### config.mk
export PLATFORM = sky130hd
export DESIGN_NAME = writeback_arbiter
export DESIGN_NICKNAME = d
export VERILOG_FILES = /design/src/rtl/writeback_arbiter.sv
export SDC_FILE = /design/constraint.sdc
export NUM_CORES = 1
export LEC_CHECK = 0
export CAP_MARGIN = 30
export CORE_ASPECT_RATIO = 0.75
export CORE_MARGIN = 3
export CORE_UTILIZATION = 65
export CTS_CLUSTER_SIZE = 14
export DETAILED_ROUTE_END_ITERATION = 12
export DONT_BUFFER_PORTS = 1
export HOLD_SLACK_MARGIN = 0.03
export PLACE_DENSITY = 0.86
export SLEW_MARGIN = 10
export SYNTH_ARGS = -nofsm -noshare
export SYNTH_HDL_FRONTEND = slang
export SYNTH_SLANG_ARGS = --single-unit
### constraint.sdc
create_clock -name clk -period 5.4 [get_ports clk]
set_clock_uncertainty 0.05 [all_clocks]
set_input_delay 0 -clock clk [delete_from_list [all_inputs] [get_ports clk]]
set_output_delay 0 -clock clk [all_outputs]
set_load 0.05 [all_outputs]
### src/rtl/writeback_arbiter.sv
// Writeback stage: round-robin accepts two producers' register writes into an in-order
// FIFO whose head drives the register file write port; exports a per-register pending mask.
module writeback_arbiter #(
    parameter int DTYPE = 8,
    parameter int NREGS = 4,
    parameter int AW    = 2,
    parameter int DEPTH = 4
) (
    input  logic                       clk,
    input  logic                       reset,
    input  logic                       in0_val,
    output logic                       in0_rdy,
    input  logic [AW-1:0]              in0_addr,
    input  logic [DTYPE-1:0]           in0_data,
    input  logic                       in1_val,
    output logic                       in1_rdy,
    input  logic [AW-1:0]              in1_addr,
    input  logic [DTYPE-1:0]           in1_data,
    input  logic                       drain_en,
    output logic                       wr_call,
    output logic [AW-1:0]              wr_addr,
    output logic [DTYPE-1:0]           wr_data,
    output logic [NREGS-1:0]           pending,
    output logic [$clog2(DEPTH):0]     count
);

    localparam int PW = $clog2(DEPTH);
    localparam int CW = PW + 1;
    localparam logic [CW-1:0] FULL_CNT = CW'(DEPTH);

    logic [PW-1:0]    head_q, head_d;
    logic [PW-1:0]    tail_q, tail_d;
    logic [CW-1:0]    count_q, count_d;
    logic             prio_q, prio_d;

    logic [AW-1:0]    entry_addr_q [DEPTH];
    logic [DTYPE-1:0] entry_data_q [DEPTH];

    logic             full;
    logic             grant1;
    logic             enq;
    logic             deq;
    logic [AW-1:0]    enq_addr;
    logic [DTYPE-1:0] enq_data;
    logic [PW-1:0]    offset;
    logic [NREGS-1:0] pending_v;

    always_comb begin
        full     = (count_q == FULL_CNT);
        // Priority pointer only matters when both producers contend.
        grant1   = in1_val & (~in0_val | prio_q);
        in0_rdy  = reset & ~full & in0_val & ~grant1;
        in1_rdy  = reset & ~full & grant1;
        enq      = in0_rdy | in1_rdy;
        enq_addr = grant1 ? in1_addr : in0_addr;
        enq_data = grant1 ? in1_data : in0_data;

        deq      = (count_q != '0) & drain_en;
        wr_call  = deq;
        wr_addr  = '0;
        wr_data  = '0;
        if (count_q != '0) begin
            wr_addr = entry_addr_q[head_q];
            wr_data = entry_data_q[head_q];
        end

        head_d  = deq ? head_q + PW'(1) : head_q;
        tail_d  = enq ? tail_q + PW'(1) : tail_q;
        count_d = count_q;
        if (enq && !deq) begin
            count_d = count_q + CW'(1);
        end else if (!enq && deq) begin
            count_d = count_q - CW'(1);
        end
        prio_d  = (in0_val & in1_val & enq) ? ~prio_q : prio_q;
    end

    // An entry is valid when its distance from head is below the occupancy.
    always_comb begin
        pending_v = '0;
        offset    = '0;
        for (int i = 0; i < DEPTH; i++) begin
            offset = PW'(i) - head_q;
            if ({1'b0, offset} < count_q) begin
                pending_v[entry_addr_q[i]] = 1'b1;
            end
        end
        pending = pending_v;
        count   = count_q;
    end

    always_ff @(posedge clk or negedge reset) begin
        if (!reset) begin
            head_q  <= '0;
            tail_q  <= '0;
            count_q <= '0;
            prio_q  <= 1'b0;
        end else begin
            head_q  <= head_d;
            tail_q  <= tail_d;
            count_q <= count_d;
            prio_q  <= prio_d;
        end
    end

    always_ff @(posedge clk) begin
        if (enq) begin
            entry_addr_q[tail_q] <= enq_addr;
            entry_data_q[tail_q] <= enq_data;
        end
    end

endmodule
==> impl_results.md <==
* Outcome: completed
* Switch Pwr at 807.2 µW
* Final min period at 2860 ps
* ANT nets after route at 0
* Synth Warn # at 0
* Die height at 58.42 µm
* Num rows at 18
* DRC at 0
* Total CTS buffers at 5
* Detail Placement HPWL at 2.983 mm
* Slowest-stage cell, CP: dfrtp_1
* Worst EP arrival at 2810 ps
* Via Count at 1403
* Filler cells at 193
* Pleak at 1.010 nW
* Antenna diodes at 0
* Reg2reg start: count[2]$_DFFE_PN0P_
* # hold bufs at CTS at 26
* Die area at 4433 µm²
* H-Tree Depth at 2
* Max-slew violation count at 0
* Critical path endpoint category: primary output
* Switching share of power at 0.4752
* Total congestion overflow at 0
* Post-Synthesis Cells at 156
* Power share of the combinational group at 0.502
* Nets@finish at 225
* Yosys reg bits at 48
* IO buf count at 0
* Vias in the first global route at 1417
* Global Route Usage Sum at 0.2219
* Synth unique cells at 36
* Worst Setup Start Kind: register
* Skew-Pair Late Insertion Delay at 290 ps
* TritonRoute pass-1 iters at 4
* Post-CTS Setup Bufs at 0
* Max Cap Viol at 0
* Starting Density at 0.7001
* CP peak stage delay at 740 ps
* Die width at 75.89 µm
* Resized cells post-CTS at 0
* Final Hold Viols at 0
* Sequential-to-total area share from yosys stat at 0.5885
* Largest area contributor in the netlist: edfxtp_1
* CTS sink cnt at 48
* Hold path start: in0_val
* Root Buffer: clkbuf_8
* Slew HR at 0.3113
* VDD IR max at 0.4217 mV
* Per-cell routed wire length at 18.69 µm
* Hold/Removal Path Class: primary input to primary output
* RSZ-0062 raised after global routing: no
* CP Launch Point: count[1]$_DFFE_PN0P_
* Peak Freq at 349.7 MHz
* Pin count of the biggest net entering global routing at 17
* TNS Setup at 0 ps
* Post-Syn Nets at 191
* Antenna violations before repair at 0
* Clock buffer depth at 2
* Internal at 891.3 µW
* Mapped cell area at 2381 µm²
* Via density at 5.822
* Routability congestion estimate at 0.7594
* Crit path cell chain: inv_1 -> ha_1 -> a211oi_1 -> and4bb_2 -> a31oi_1 -> o221ai_1 -> buf_4
* Worst-path clk slew at 80 ps
* Fin crit share at 0.5296
* Tightest Pin Transition at 1031 ps
* Syn_area_per_cell at 15.26 µm²
* Final setup vio count at 0
* WL final at 4.504 mm
* DR iter-0 viols at 83
* Pwr dens at 608.2 nW/µm²
* Num ports at 45
* Total power at 1.698 mW
* Synth area leaders: edfxtp_1 (50%), mux4_2 (9.5%), dfrtp_1 (8.4%), mux2_2 (5.2%), ha_1 (4.7%)
* Data required, critical path at 5350 ps
* Sequential fraction of design power at 0.380
* CORE AREA at 3401 µm²
* Global-route wire length before repair at 6.989 mm
* CP Max Fanout at 6
* Worst setup path class: register to primary output
* CTS tree: yes
* Clock power share at 0.118
* Layout Area Growth over Synthesis at 17.29%
* Fraction of layout cells with a size suffix above 1 at 0.1885
* Share of the synthesized area in the top cell type at 0.5045
==> synthesized netlist by cell type (all sizes together) <==
cell    number
a31oi        2
mux4        10
nor4b        2
and2         4
o221ai       3
nand2        3
a21oi        4
o31a         1
nand3        1
nand2b       2
and3         1
nor2         2
mux2        12
xor2         1
dfrtp        8
buf          4
fa           1
o21a         1
a311oi       1
inv         12
nor2b       13
xnor2        7
a211oi       1
clkbuf       1
o21bai       1
ha           9
o211ai       1
nor4         1
a21boi       1
nor3         1
and4bb       1
edfxtp      40
o21ai        4
==> stage by stage <==
stage	setup WS (ps)	cell area [µm²]	hold WS (ps)	instances	utilization
3_5_place_dp	2788	2452	-345.4	207	0.7211
6_report	2540	2793	251.4	241	0.8212
5_1_grt	2356	2793	254.7	241	0.8212
2_1_floorplan	2825	2381	-345.6	156	-
4_1_cts	2540	2793	248.7	241	0.8212
3_3_place_gp	2667	2415	-345.4	202	0.7101
==> cells by family (layout without fill, tap and decap cells) <==
group | after synthesis | count (layout) | synth area share
flip-flops | 48 | 48 | 0.5885
AND/OR/NAND/NOR | 31 | 31 | 0.07987
multiplexers | 22 | 22 | 0.1529
AO/OA/AOI/OAI | 20 | 20 | 0.05939
buffers and inverters | 17 | 52 | 0.03415
adder cells (fa/ha/maj) | 10 | 10 | 0.05570
XOR/XNOR | 8 | 8 | 0.02943
==> power groups by stage <==
stage               clock, mW  combinational (mW)  sequential (mW)
floorplan                   0               0.747            0.590
global placement            0               0.758            0.645
detailed placement          0               0.827            0.653
CTS                     0.202               0.856            0.645
global route            0.217               0.908            0.661
finish                  0.201               0.852            0.646
==> worst max-delay path: cells and delay by family, from the launching register on <==
kind | cells | cell delay (ps)
fa+ha+maj | 1 | 350
compound gates | 3 | 700
buf+inv | 2 | 440
flops | 1 | 740
simple gates | 1 | 280
==> registers in the layout, indices dropped and copies added (netlist names) <==
| name | count |
|---|---|
| entry_addr_q | 8 |
| entry_data_q | 32 |
| count | 3 |
| head_q | 2 |
| tail_q | 2 |
| prio_q | 1 |
==> final timing paths <==
path	endpoint	slack, ps	cells after the start
max in group asynchronous	tail_q[0]$_DFFE_PN0P_	4450	2
worst min-delay path	in0_rdy	250	1
worst min register to register	prio_q$_DFFE_PN0P_	440	1
worst max-delay path	pending[3]	2540	7
worst max register to register	count[1]$_DFFE_PN0P_	2740	7
min in group asynchronous	prio_q$_DFFE_PN0P_	560	2
==> cell type report <==
class                           instances  area, µm²  area share
Sequential cell                        48       1401      0.5018
Tap cell                               50      62.56     0.02240
Clock buffer                            8      80.08     0.02867
Timing Repair Buffer                   32      305.3      0.1093
Multi-Input combinational cell         91      898.4      0.3217
Inverter                               12      45.04     0.01613
==> cell usage in the layout (no fill, tap or decap), types with 5 or more instances in the layout <==
master	synthesis	layout
dfrtp_1	8	8
ha_1	9	9
clkbuf_8	0	5
xnor2_1	7	7
buf_4	0	6
mux2_2	11	11
inv_1	11	11
edfxtp_1	40	40
dlygate4sd3_1	0	26
nor2b_1	13	13
mux4_2	10	10
==> layer usage <==
| metal | up-vias | wire length (µm) | GRT usage |
|---|---|---|---|
| li1 | 655 | - | - |
| met1 | 696 | 1881 | 0.2908 |
| met2 | 47 | 2303 | 0.3780 |
| met3 | 5 | 282 | 0.05631 |
| met4 | 0 | 36 | 0.04489 |
| met5 | - | 0 | 0 |
Note: power is estimated with default switching activity, not from simulation.
